--- src/rtl/dir_button_debouncer_if.sv ---
// Signal bundle between the direction-button debouncer and its environment.
// The master drives the raw buttons and divided tick level; the slave is the debouncer.
interface dir_button_debouncer_if;
    logic [3:0] btn_raw;
    logic       clk_debounce;
    logic [3:0] btn_level;
    logic [3:0] btn_press;
    logic [1:0] dir;
    logic       dir_changed;

    modport master (
        output btn_raw,
        output clk_debounce,
        input  btn_level,
        input  btn_press,
        input  dir,
        input  dir_changed
    );

    modport slave (
        input  btn_raw,
        input  clk_debounce,
        output btn_level,
        output btn_press,
        output dir,
        output dir_changed
    );
endinterface

--- src/rtl/dir_button_debouncer.sv ---
// Debounces four direction buttons on ticks derived from clk_debounce rising edges and
// tracks the snake heading, refusing direct reversals. All outputs are registered.
module dir_button_debouncer #(
    parameter int unsigned STABLE_TICKS = 4,
    parameter int unsigned CNT_W        = 3
) (
    input logic                   clk_in,
    input logic                   reset,
    dir_button_debouncer_if.slave bus
);

    localparam logic [CNT_W-1:0] CntMax = CNT_W'(STABLE_TICKS - 1);

    localparam logic [1:0] DirRight = 2'b00;
    localparam logic [1:0] DirLeft  = 2'b01;
    localparam logic [1:0] DirUp    = 2'b10;
    localparam logic [1:0] DirDown  = 2'b11;

    logic [3:0]       btn_s1_q, btn_sync_q;
    logic             cd_s1_q, cd_sync_q, cd_hist_q;
    logic             tick;

    logic [CNT_W-1:0] cnt_q [4];
    logic [CNT_W-1:0] cnt_d [4];
    logic [3:0]       level_q, level_d;
    logic [3:0]       press_q, press_d;
    logic [1:0]       dir_q, dir_d;
    logic             dir_changed_q, dir_changed_d;
    logic [1:0]       cand;

    // clk_debounce is only ever sampled as data; its rising edge becomes a one-cycle tick.
    assign tick = cd_sync_q & ~cd_hist_q;

    always_comb begin
        level_d = level_q;
        cnt_d   = cnt_q;
        if (tick) begin
            for (int i = 0; i < 4; i++) begin
                if (btn_sync_q[i] == level_q[i]) begin
                    cnt_d[i] = '0;
                end else if (cnt_q[i] == CntMax) begin
                    level_d[i] = ~level_q[i];
                    cnt_d[i]   = '0;
                end else begin
                    cnt_d[i] = cnt_q[i] + CNT_W'(1);
                end
            end
        end
        press_d = level_d & ~level_q;
    end

    always_comb begin
        cand = dir_q;
        if (press_q[3]) begin
            cand = DirUp;
        end else if (press_q[2]) begin
            cand = DirDown;
        end else if (press_q[1]) begin
            cand = DirLeft;
        end else if (press_q[0]) begin
            cand = DirRight;
        end
    end

    // Opposite headings differ only in bit 0, so a reversal is dir_q ^ 2'b01.
    always_comb begin
        dir_d         = dir_q;
        dir_changed_d = 1'b0;
        if ((|press_q) && (cand != dir_q) && (cand != (dir_q ^ 2'b01))) begin
            dir_d         = cand;
            dir_changed_d = 1'b1;
        end
    end

    always_ff @(posedge clk_in) begin
        if (reset) begin
            btn_s1_q      <= '0;
            btn_sync_q    <= '0;
            cd_s1_q       <= 1'b0;
            cd_sync_q     <= 1'b0;
            cd_hist_q     <= 1'b0;
            cnt_q         <= '{default: '0};
            level_q       <= '0;
            press_q       <= '0;
            dir_q         <= DirRight;
            dir_changed_q <= 1'b0;
        end else begin
            btn_s1_q      <= bus.btn_raw;
            btn_sync_q    <= btn_s1_q;
            cd_s1_q       <= bus.clk_debounce;
            cd_sync_q     <= cd_s1_q;
            cd_hist_q     <= cd_sync_q;
            cnt_q         <= cnt_d;
            level_q       <= level_d;
            press_q       <= press_d;
            dir_q         <= dir_d;
            dir_changed_q <= dir_changed_d;
        end
    end

    assign bus.btn_level   = level_q;
    assign bus.btn_press   = press_q;
    assign bus.dir         = dir_q;
    assign bus.dir_changed = dir_changed_q;

endmodule

--- src/flat_wrapper.sv ---
// flat-port wrapper written by rule: the top's interface ports become plain ports
module dir_button_debouncer_flat 
#(
    parameter int unsigned STABLE_TICKS = 4,
    parameter int unsigned CNT_W        = 3
)
  (clk_in, reset, bus_btn_raw, bus_clk_debounce, bus_btn_level, bus_btn_press, bus_dir, bus_dir_changed);
  dir_button_debouncer_if bus_i ();
  input logic clk_in;
  input logic reset;
  input wire logic [$bits(bus_i.btn_raw)-1:0] bus_btn_raw;
  input wire logic [$bits(bus_i.clk_debounce)-1:0] bus_clk_debounce;
  output wire logic [$bits(bus_i.btn_level)-1:0] bus_btn_level;
  output wire logic [$bits(bus_i.btn_press)-1:0] bus_btn_press;
  output wire logic [$bits(bus_i.dir)-1:0] bus_dir;
  output wire logic [$bits(bus_i.dir_changed)-1:0] bus_dir_changed;
  assign bus_i.btn_raw = bus_btn_raw;
  assign bus_i.clk_debounce = bus_clk_debounce;
  assign bus_btn_level = bus_i.btn_level;
  assign bus_btn_press = bus_i.btn_press;
  assign bus_dir = bus_i.dir;
  assign bus_dir_changed = bus_i.dir_changed;
  dir_button_debouncer #(.STABLE_TICKS(STABLE_TICKS), .CNT_W(CNT_W)) u_core (.clk_in(clk_in), .reset(reset), .bus(bus_i));
endmodule
--- config.mk ---
export PLATFORM = sky130hd
export DESIGN_NAME = dir_button_debouncer_flat
export DESIGN_NICKNAME = d
export VERILOG_FILES = /design/src/rtl/dir_button_debouncer_if.sv /design/src/rtl/dir_button_debouncer.sv /design/src/flat_wrapper.sv
export SDC_FILE = /design/constraint.sdc
export NUM_CORES = 1
export LEC_CHECK = 0
export ABC_CLOCK_PERIOD_IN_PS = 1400
export BUFFER_PORTS_ARGS = -buffer_cell sky130_fd_sc_hd__clkbuf_2
export CAP_MARGIN = 5
export CORE_UTILIZATION = 49
export CTS_CLUSTER_DIAMETER = 200
export DETAILED_ROUTE_END_ITERATION = 7
export PLACE_DENSITY = 0.74
export SLEW_MARGIN = 20
export SYNTH_ARGS = -nofsm -noshare
export SYNTH_HDL_FRONTEND = slang
export SYNTH_SLANG_ARGS = --single-unit
--- constraint.sdc ---
create_clock -name clk_in -period 1.4 [get_ports clk_in]
set_clock_uncertainty 0.1 [all_clocks]
set_input_delay 0.07 -clock clk_in [delete_from_list [all_inputs] [get_ports clk_in]]
set_output_delay 0.07 -clock clk_in [all_outputs]
set_load 0.02 [all_outputs]
## Yosys cells after proc, flatten, opt, wreduce, memory -nomap -nowiden

Cells that the tools add are included.

- Add/subtract/negate cells: 4
- Reduce and logical (&&, ||, !) cells: 3
- Muxes and demuxes: 22
- Eq/ne operators: 10
- Bitwise logic cells: 9

Operators with widths:

| cell | count |
|---|---|
| $mux 3 | 8 |
| $add 3x1->3 const B | 4 |
| $eq 3x2->1 const B | 4 |
| $mux 1 | 9 |
| $mux 2 | 4 |
| $not 1->1 | 6 |
| $and 4x4->4 | 1 |
| $eq 1x1->1 | 4 |
| $mux 4 | 1 |
| $ne 2x2->1 | 2 |
| $not 4->4 | 1 |
| $reduce_or 4->1 | 1 |
| $logic_and 1x1->1 | 2 |
| $and 1x1->1 | 1 |

- Output and inout port bits: 11
- Logic and storage cells: 61
- Input port bits: 7
- Flip-flop bits (word level): 34

## Depth between registers and ports, before layout

Gate-level depths: netlist of the first run.

- Depth in word-level cells: 8
- Gate-level depth with buffers: 5
- Depth with buffers taken out: 4

## Worst setup path before layout of the first run

OpenSTA, ideal clock, no wires.

- Path kind: reg-to-reg
- Start: reg u_core.cnt_q[3] (netlist bit)
- End: reg u_core.cnt_q[3] (netlist bit)
- Path buffers: 0
- Stages on the path, launching flop included: 5
- Setup slack: 0.001 ns
- Clock period less this slack: 1.399 ns
- Library setup time: 0.070 ns
- Arrival time: 1.229 ns
- Path through: dfxtp_1 ha_1 nor2b_1 or4_1 a21oi_1

- Word-level cells in the longest chain between the ends: 3

Ends and longest elaborated chain:

| what | line | source |
|---|---|---|
| start, declared | dir_button_debouncer.sv:23 | `logic [CNT_W-1:0] cnt_q [4];` |
| start signal, assigned | dir_button_debouncer.sv:93 | `cnt_q <= cnt_d;` |
| $add 3x1->3 / $eq 3x2->1 (equally long branches) | dir_button_debouncer.sv:45, dir_button_debouncer.sv:41 |  |
| $mux 3 * | dir_button_debouncer.sv:41 | `end else if (cnt_q[i] == CntMax) begin` |
| $mux 3 * | dir_button_debouncer.sv:39 | `if (btn_sync_q[i] == level_q[i]) begin` |

Mark *: on every way between the ends. The rest lies on a longest branch, timed or not.
A chain may end at the register's enable or synchronous reset.

## Worst setup path after layout of the first run

- Start: reg u_core.cnt_q[0] (netlist bit)
- End: reg u_core.cnt_q[0] (netlist bit)

The elaborated chain is that of the path after synthesis.

==> results of run 1 <==
==> metal layers <==
metal,routed length [µm],part of all wire
met4,38,0.015
met1,1130,0.45
met2,1200,0.48
met5,0,0
met3,116,0.047
==> power by group <==
group,leakage [nW],internal (mW),total [mW],switching (mW)
combinational,0.319,0.0366,0.0746,0.0380
clock,0.0353,0.243,0.551,0.308
sequential,0.279,0.980,0.989,0.00881
total,0.633,1.26,1.61,0.355
==> per-stage QoR <==
step | total power, mW | setup TNS (ps) | hold slack (ps) | utilization | area, µm²
floorplan | 1.06 | 0 | 98.2 | - | 1310
global placement | 1.07 | -25.7 | 177 | 0.572 | 1430
detailed placement | 1.08 | -81.7 | 184 | 0.572 | 1430
CTS | 1.64 | -100 | 233 | 0.632 | 1580
global route | 1.69 | -203 | 248 | 0.658 | 1650
finish | 1.61 | -114 | 205 | 0.658 | 1650
==> repair_timing <==
item | 4_1_cts | 5_1_grt
resized for setup | 7 | 11
hold buffers | 5 | 0
setup buffers | 2 | 3
setup endpoints to repair | 3 | 3
pin swaps | 3 | 7
endpoints found under the hold margin | 5 | 0
==> cells by family after synthesis <==
family	count (synthesis)	synth area share
adder cells (fa/ha/maj)	4	0.0383
flip-flops	34	0.521
XOR/XNOR	4	0.0268
AO/OA/AOI/OAI	28	0.117
AND/OR/NAND/NOR	56	0.268
buffers and inverters	8	0.0297
==> worst max-delay path, delay by kind of cell, from the launching register on <==
family | cells | cell delay, ps
compound gates | 1 | 140
fa+ha+maj | 1 | 150
flops | 1 | 370
simple gates | 2 | 650
==> registers in the layout, indices dropped and copies added, names as in the netlist <==
signal,flops
u_core.cd_hist_q,1
u_core.bus.btn_level,4
u_core.cnt_q,12
u_core.bus.btn_press,4
u_core.btn_sync_q,4
u_core.bus.dir_changed,1
u_core.cd_sync_q,1
u_core.bus.dir,2
u_core.cd_s1_q,1
u_core.btn_s1_q,4
==> synth_stat cells, drive strengths merged <==
master,n,area [µm²]
dfxtp,34,681
a21oi,16,80.1
nor2b,16,100
nand2b,9,63.8
nand2,8,30.0
o21ai,8,40.0
clkbuf,4,15.0
ha,4,50.1
nor4,4,25.0
and3b,3,26.3
nand3,3,15.0
nand3b,3,22.5
or4,3,22.5
xnor2,3,26.3
buf,2,16.3
inv,2,7.51
nand4b,2,17.5
nor2,2,7.51
a21boi,1,7.51
nand4,1,6.26
nor3b,1,7.51
o211ai,1,7.51
o21bai,1,7.51
o311a,1,10.0
or3,1,6.26
xor2,1,8.76
==> path summary, 6_finish.rpt <==
kind,endpoint,slack (ps),start
hold reg to reg,u_core.btn_sync_q[3],330,u_core.btn_s1_q[3]
hold / removal,u_core.cnt_q[0],210,reset
setup / recovery,u_core.cnt_q[0],-80,u_core.cnt_q[0]
setup reg to reg,u_core.cnt_q[0],-80,u_core.cnt_q[0]
==> final cells by class <==
class | count | area (µm²)
Fill cell | 200 | 855
Clock buffer | 7 | 55.1
Inverter | 2 | 7.51
Multi-Input combinational cell | 92 | 648
Sequential cell | 34 | 689
Clock inverter | 1 | 5.00
Tap cell | 30 | 37.5
Timing Repair Buffer | 31 | 203
==> flow_metrics.env, run 1 <==
export IMPL_stdcell_count=197
export IMPL_antenna_found_initial=0
export IMPL_remaining_drc_errors=0
export IMPL_netlist_instances=134
export IMPL_drv_slew=0
export IMPL_grt_pass1_wl_mm=3.97
export IMPL_io_buffers=17
export IMPL_antenna_left=0
export IMPL_power_leakage_nw=0.633
export IMPL_hp_class="primary input to flip-flop"
export IMPL_insertion_delay_ps=330
export IMPL_ys_seq_area_frac=0.521
export IMPL_cpPeakStageDelay_ps=530
export IMPL_vias_per_cell=5.19
export IMPL_drive_above_1_share=0.275
export IMPL_cap_violations=0
export IMPL_worst_endpoint_arrival_ps=1650
export IMPL_cts_buffer_depth=2
export IMPL_met3_usage=0.0876
export IMPL_worst_slack_ps=-84.9
export IMPL_worstMarginPinSlew_ps=635
export IMPL_coreArea_um2=2500
export IMPL_layout_common_cells="dfxtp_1 (29), clkbuf_2 (17), a21oi_1 (15)"
export IMPL_nNetsFinal=177
export IMPL_die_w_um=53.7
export IMPL_status="finished with violations"
export IMPL_end_kind="flip-flop"
export IMPL_ys_warn_count=0
export IMPL_via_count=1022
export IMPL_drtPass1Iterations=4
export IMPL_place_inst=179
export IMPL_initial_core_util=0.523
export IMPL_first_iter_violations=24
export IMPL_critPathMaxFanout=3
export IMPL_startpoint_type="flip-flop"
export IMPL_worstPathRequired_ps=1560
export IMPL_grt_pass1_vias=950
export IMPL_met2_usage=0.317
export IMPL_place_hpwl_mm=1.51
export IMPL_clkSinkCount=34
export IMPL_final_hold_viol_count=0
export IMPL_cts_tree="built"
export IMPL_crit_slowest_cell="or4_4"
export IMPL_area_delta_synth_final_pct=25.8
export IMPL_period_share=1.06
export IMPL_wl_per_cell_um=12.6
export IMPL_grt_usage=0.197
export IMPL_min_path_cells=2
export IMPL_grt_use_met1=0.224
export IMPL_rsz0062_at_grt="yes"
export IMPL_post_synth_num_cell_types=28
export IMPL_crit_type="flip-flop to flip-flop"
export IMPL_row_count=18
export IMPL_cts_max_level=2
export IMPL_maxSlewHeadroom=0.577
export IMPL_busiest_layer="met2"
export IMPL_fmax_mhz=673
export IMPL_final_common_cell="dfxtp_1"
export IMPL_power_density_nw_per_um2=982
export IMPL_synth_seq_cells=34
export IMPL_ir_drop_mv=0.820
export IMPL_finalWirelength_mm=2.49
export IMPL_cts_inserted_buffers=5
export IMPL_violations="negative setup slack"
export IMPL_synth_avg_cell_area_um2=9.76
export IMPL_gr_total_overflow=0
export IMPL_grt_max_degree=35
export IMPL_path_cells="ha_4 -> nor2b_4 -> or4_4 -> a21oi_2"
export IMPL_die_h_um=53.7
export IMPL_rr_worst_depth=4
export IMPL_min_period_ps=1480
export IMPL_dieArea_um2=2880
export IMPL_syn_area_um2=1310
export IMPL_place_congestion=0.762
export IMPL_cts_root_buf="clkbuf_4"
export IMPL_dp_slack_ps=-69.4
export IMPL_finalSetupViolCount=2
export IMPL_path_clk_slew_ps=100
export IMPL_io_pins=18
export IMPL_synth_nets=145
export IMPL_antenna_cells=0
Note: power is estimated with default switching activity, not from simulation.
==> run 2: changes to the inputs <==
--- a/config.mk
+++ b/config.mk
@@ -5,7 +5,7 @@
 export SDC_FILE = /design/constraint.sdc
 export NUM_CORES = 1
 export LEC_CHECK = 0
-export ABC_CLOCK_PERIOD_IN_PS = 1400
+export ABC_CLOCK_PERIOD_IN_PS = 1340
 export BUFFER_PORTS_ARGS = -buffer_cell sky130_fd_sc_hd__clkbuf_2
 export CAP_MARGIN = 5
 export CORE_UTILIZATION = 49
==> constraint.sdc (replaced) <==
create_clock -name clk_in -period 1.34 [get_ports clk_in]
set_clock_uncertainty 0.1 [all_clocks]
set_input_delay 0.067 -clock clk_in [delete_from_list [all_inputs] [get_ports clk_in]]
set_output_delay 0.067 -clock clk_in [all_outputs]
set_load 0.02 [all_outputs]
==> run 2 against run 1 <==
Effect of this change:
- the run still ends with negative setup slack left
- core utilization decreased by 2.1 points
- die area unchanged
- hold slack better by 26 ps
- worst setup slack got worse by 5.9 ps
==> flow_metrics.env, run 2 (synthesized netlist as in run 1, its figures left out) <==
export IMPL_largest_reg_flops=12
export IMPL_worstPathRequired_ps=1470
export IMPL_startpoint_type="flip-flop"
export IMPL_grt_usage=0.196
export IMPL_io_buffers=17
export IMPL_die_w_um=53.7
export IMPL_met3WireLength_um=79
export IMPL_place_congestion=0.662
export IMPL_dieArea_um2=2880
export IMPL_worst_slack_ps=-90.8
export IMPL_period_share=1.07
export IMPL_coreArea_um2=2500
export IMPL_grt_max_degree=33
export IMPL_timing_rr_end="u_core.cnt_q[6]"
export IMPL_final_hold_viol_count=0
export IMPL_die_h_um=53.7
export IMPL_first_iter_violations=22
export IMPL_place_inst=180
export IMPL_area_delta_synth_final_pct=21.9
export IMPL_grt_pass1_wl_mm=3.99
export IMPL_place_area_um2=1450
export IMPL_min_path_cells=2
export IMPL_antenna_found_initial=0
export IMPL_rr_worst_depth=4
export IMPL_cts_root_buf="clkbuf_4"
export IMPL_cts_inserted_buffers=5
export IMPL_place_hpwl_mm=1.56
export IMPL_worst_endpoint_arrival_ps=1570
export IMPL_clkSinkCount=34
export IMPL_vias_per_cell=5.35
export IMPL_wl_met2_mm=1.27
export IMPL_antenna_cells=0
export IMPL_wl_per_cell_um=12.3
export IMPL_r2r_slack_ps=-90
export IMPL_end_kind="flip-flop"
export IMPL_layout_common_cells="dfxtp_1 (31), clkbuf_2 (17), a21oi_1 (14), nor2b_1 (14)"
export IMPL_p_total_mw=1.67
export IMPL_hold_slack_ps=232
export IMPL_stdcell_count=193
export IMPL_fmax_mhz=699
export IMPL_cts_max_level=2
export IMPL_min_period_ps=1430
export IMPL_status="finished with violations"
export IMPL_tns_ps=-177
export IMPL_drive_above_1_share=0.245
export IMPL_top_register="u_core.cnt_q"
export IMPL_rsz0062_at_grt="yes"
export IMPL_fin_util=0.638
export IMPL_finalWirelength_mm=2.38
export IMPL_ir_drop_mv=0.999
export IMPL_wl_met1_mm=1.02
export IMPL_cts_tree="built"
export IMPL_antenna_left=0
export IMPL_highest_signal_layer="met4"
export IMPL_final_common_cell="dfxtp_1"
export IMPL_dp_slack_ps=-66.2
export IMPL_power_leakage_nw=0.611
export IMPL_worst_hold_startpoint="reset"
export IMPL_crit_type="flip-flop to flip-flop"
export IMPL_row_count=18
export IMPL_nNetsFinal=173
export IMPL_hp_class="primary input to flip-flop"
export IMPL_violations="negative setup slack"
export IMPL_io_pins=18
export IMPL_timing_rr_start="u_core.cnt_q[6]"
export IMPL_gr_total_overflow=0
export IMPL_grt_pass1_vias=993
export IMPL_cap_violations=0
export IMPL_worstMarginPinSlew_ps=600
export IMPL_critPathMaxFanout=3
export IMPL_via_count=1032
export IMPL_cts_buffer_depth=2
export IMPL_stdcell_area_um2=1590
export IMPL_remaining_drc_errors=0
export IMPL_finalSetupViolCount=2
export IMPL_maxSlewHeadroom=0.600
export IMPL_insertion_delay_ps=310
export IMPL_initial_core_util=0.523
export IMPL_whs_endpoint="u_core.cnt_q[6]"
export IMPL_path_clk_slew_ps=90
export IMPL_drtPass1Iterations=4
export IMPL_drv_slew=0
export IMPL_power_density_nw_per_um2=1050
-- run 2: worst max-delay path, stage by stage, from the launching register on --
cell and delay (ps):
dfxtp_2 340, ha_1 200, nor2b_1 140, or4_1 430
a21oi_2 150
-- run 2: what timing repair did --
action / CTS / global route
pin swaps: 1 / 0
setup endpoints to repair: 3 / 3
endpoints found under the hold margin: 5 / 0
gates resized for setup: 3 / 7
hold buffers: 5 / 0
setup buffers: 0 / 0
-- run 2: report_power, final --
group	total (mW)	switching (mW)	internal (mW)
clock network	0.560	0.306	0.254
registers	1.03	0.00948	1.02
logic	0.0809	0.0400	0.0410
-- run 2: metal layers --
| metal | vias up | track usage |
|---|---|---|
| met5 | - | 0 |
| met4 | 0 | 0.0789 |
| met3 | 2 | 0.0593 |
| met2 | 20 | 0.356 |
| met1 | 487 | 0.209 |
| li1 | 523 | - |
-- run 2: cell type report --
| cell class | count | area [µm²] |
|---|---|---|
| fill | 223 | 906 |
| sequential | 34 | 687 |
| multi-input combinational | 92 | 629 |
| timing repair buffer | 27 | 173 |
| clock buffer | 7 | 55.1 |
| tap | 30 | 37.5 |
| inverter | 2 | 7.51 |
| clock inverter | 1 | 5.00 |
-- run 2: how the worst max path moves through the flow --
stage,startpoint,endpoint,cells past startpoint
2_1_floorplan,u_core.cnt_q[0],u_core.cnt_q[0],4
3_3_place_gp,u_core.cnt_q[0],u_core.cnt_q[0],4
3_5_place_dp,u_core.cnt_q[0],u_core.cnt_q[0],4
4_1_cts,u_core.cnt_q[0],u_core.cnt_q[0],4
5_1_grt,u_core.cnt_q[6],u_core.cnt_q[6],4
6_report,u_core.cnt_q[6],u_core.cnt_q[6],4
==> run 3: changes to the inputs <==
--- a/config.mk
+++ b/config.mk
@@ -5,6 +5,7 @@
 export SDC_FILE = /design/constraint.sdc
 export NUM_CORES = 1
 export LEC_CHECK = 0
+export ABC_AREA = 1
 export ABC_CLOCK_PERIOD_IN_PS = 1340
 export BUFFER_PORTS_ARGS = -buffer_cell sky130_fd_sc_hd__clkbuf_2
 export CAP_MARGIN = 5
==> run 3 against run 2 <==
Effect of this change:
- the flow now finishes without violations
- global-route usage increased by 1.3 points
- sequential cell count unchanged
- non-clock buffer count increased by 3
- critical path type unchanged
==> flow_metrics.env, run 3 <==
export IMPL_drive_above_1_share=0.188
export IMPL_ys_top_cells_by_area="dfxtp_1 (52%), nand2_1 (7.8%), a21oi_1 (7.3%)"
export IMPL_power_density_nw_per_um2=1200
export IMPL_worst_hold_startpoint="u_core.btn_s1_q[3]"
export IMPL_ir_drop_mv=1.12
export IMPL_ys_warn_count=0
export IMPL_timing_rr_start="u_core.cd_sync_q"
export IMPL_end_kind="flip-flop"
export IMPL_whs_endpoint="u_core.btn_sync_q[3]"
export IMPL_drtPass1Iterations=4
export IMPL_netlist_instances=165
export IMPL_crit_type="flip-flop to flip-flop"
export IMPL_fillCellCount=212
export IMPL_antenna_cells=0
export IMPL_top_register="u_core.cnt_q"
export IMPL_fmax_mhz=794
export IMPL_finalSetupViolCount=0
export IMPL_largest_reg_flops=12
export IMPL_final_common_cell="dfxtp_1"
export IMPL_place_hpwl_mm=1.75
export IMPL_worstMarginPinSlew_ps=283
export IMPL_post_synth_num_cell_types=15
export IMPL_row_count=18
export IMPL_power_leakage_nw=0.726
export IMPL_cts_inserted_buffers=5
export IMPL_synth_nets=176
export IMPL_rr_worst_depth=5
export IMPL_nNetsFinal=208
export IMPL_path_clk_slew_ps=100
export IMPL_first_iter_violations=8
export IMPL_via_count=1102
export IMPL_min_path_cells=2
export IMPL_dp_slack_ps=85.6
export IMPL_async_flop_share=0
export IMPL_cts_max_level=2
export IMPL_synthDominantCellAreaShare=0.522
export IMPL_io_pins=18
export IMPL_die_w_um=53.6
export IMPL_worstPathRequired_ps=1510
export IMPL_syn_area_um2=1310
export IMPL_initial_core_util=0.522
export IMPL_remaining_drc_errors=0
export IMPL_worst_slack_ps=80.5
export IMPL_cap_violations=0
export IMPL_synth_avg_cell_area_um2=7.91
export IMPL_synth_most_common_cell="dfxtp_1"
export IMPL_grt_pass1_wl_mm=4.11
export IMPL_antenna_left=0
export IMPL_die_h_um=53.6
export IMPL_gr_total_overflow=0
export IMPL_synth_edff_count=0
export IMPL_hp_class="flip-flop to flip-flop"
export IMPL_maxSlewHeadroom=0.812
export IMPL_worst_endpoint_arrival_ps=1430
export IMPL_cts_root_buf="clkbuf_4"
export IMPL_min_period_ps=1260
export IMPL_synth_seq_cells=34
export IMPL_synth_ff_type="dfxtp_1"
export IMPL_final_hold_viol_count=0
export IMPL_area_delta_synth_final_pct=22.3
export IMPL_cts_buffer_depth=2
export IMPL_synth_common_cells="dfxtp_1 (34), nand2_1 (27), inv_1 (25), nor2_1 (25), a21oi_1 (19)"
export IMPL_io_buffers=17
export IMPL_layout_common_cells="dfxtp_1 (34), nand2_1 (27), inv_1 (25)"
export IMPL_cts_tree="built"
export IMPL_place_congestion=0.783
export IMPL_wl_per_cell_um=11.1
export IMPL_coreArea_um2=2500
export IMPL_finalWirelength_mm=2.53
export IMPL_netlist_top_cell_by_area="dfxtp_1"
export IMPL_clkSinkCount=34
export IMPL_grt_usage=0.209
export IMPL_ys_seq_area_frac=0.522
export IMPL_p_total_mw=1.92
export IMPL_antenna_found_initial=0
export IMPL_startpoint_type="flip-flop"
export IMPL_grt_max_degree=16
export IMPL_status="finished clean"
export IMPL_drv_slew=0
export IMPL_period_share=0.940
export IMPL_vias_per_cell=4.85
export IMPL_dieArea_um2=2870
export IMPL_insertion_delay_ps=340
export IMPL_timing_rr_end="u_core.cnt_q[1]"
export IMPL_critPathMaxFanout=11
export IMPL_grt_pass1_vias=1020
export IMPL_r2r_slack_ps=80
## run 3: cell types whose count changed in the layout (fill, tap and decap cells not counted), sizes merged, moves of 9 or more
cell	delta
inv	+25
nand2	+19
nand2b	-9
nor2	+24
nor2b	-16
## run 3: area by class of cell
cell class / count / area, µm² / share of cell area
clock buffers: 6 / 51.3 / 0.0321
clock inverters: 1 / 30.0 / 0.0188
multi-input cells: 99 / 498 / 0.312
repair buffers: 30 / 198 / 0.124
inverters: 27 / 101 / 0.0635
flip-flops and latches: 34 / 681 / 0.426
well taps: 30 / 37.5 / 0.0235
## run 3: worst max-delay path: stages (launching register included)
cell,delay (ps)
dfxtp_1,330
inv_2,50
nor2_4,240
buf_4,210
o21ai_0,90
a21oi_1,160
## run 3: logic make-up (layout without fill, tap and decap cells)
| group | Yosys count | count (layout) | share of synthesized area |
|---|---|---|---|
| buffers and inverters | 32 | 64 | 0.105 |
| AND/OR/NAND/NOR | 63 | 63 | 0.200 |
| adder cells (fa/ha/maj) | 4 | 4 | 0.0384 |
| XOR/XNOR | 4 | 4 | 0.0268 |
| AO/OA/AOI/OAI | 28 | 28 | 0.107 |
| flip-flops | 34 | 34 | 0.522 |
## run 3: routing by layer
metal	share of wire	up-vias	routed length [µm]	track usage
li1	-	579	-	-
met1	0.45	499	1130	0.220
met2	0.50	15	1270	0.365
met3	0.031	9	79	0.0593
met4	0.023	0	57	0.132
met5	0	-	0	0
## run 3: worst max-delay path by stage
stage                          start                      end  slack (ps)
floorplan            u_core.cnt_q[6]  u_core.bus.btn_level[1]         230
global placement     u_core.cnt_q[6]  u_core.bus.btn_level[1]         130
detailed placement  u_core.cd_sync_q          u_core.cnt_q[1]          90
CTS                 u_core.cd_sync_q          u_core.cnt_q[1]          40
global route         u_core.cnt_q[0]  u_core.bus.btn_level[3]         -20
finish              u_core.cd_sync_q          u_core.cnt_q[1]          80
## run 3: power by group
part	total [mW]	switching, mW	leakage, nW	internal [mW]
sequential	1.04	0.0116	0.277	1.03
combinational	0.101	0.0553	0.405	0.0457
clock	0.771	0.337	0.0443	0.434
## run 3: repair_timing
item | CTS | global route
gates resized for setup | 0 | 3
hold buffers | 6 | 0
setup buffers | 0 | 3
hold endpoints to repair | 12 | 0
setup endpoints to repair | 0 | 6
## run 3: metrics by stage
| step | cell area [µm²] | instances | TNS (ps) | hold slack [ps] | util |
|---|---|---|---|---|---|
| floorplan | 1310 | 165 | 0 | 74.0 | - |
| finish | 1600 | 227 | 0 | 306 | 0.639 |
| detailed placement | 1420 | 211 | 0 | 164 | 0.569 |
| CTS | 1560 | 224 | 0 | 312 | 0.625 |
| global placement | 1420 | 211 | 0 | 162 | 0.569 |
| global route | 1600 | 227 | -22.6 | 344 | 0.639 |
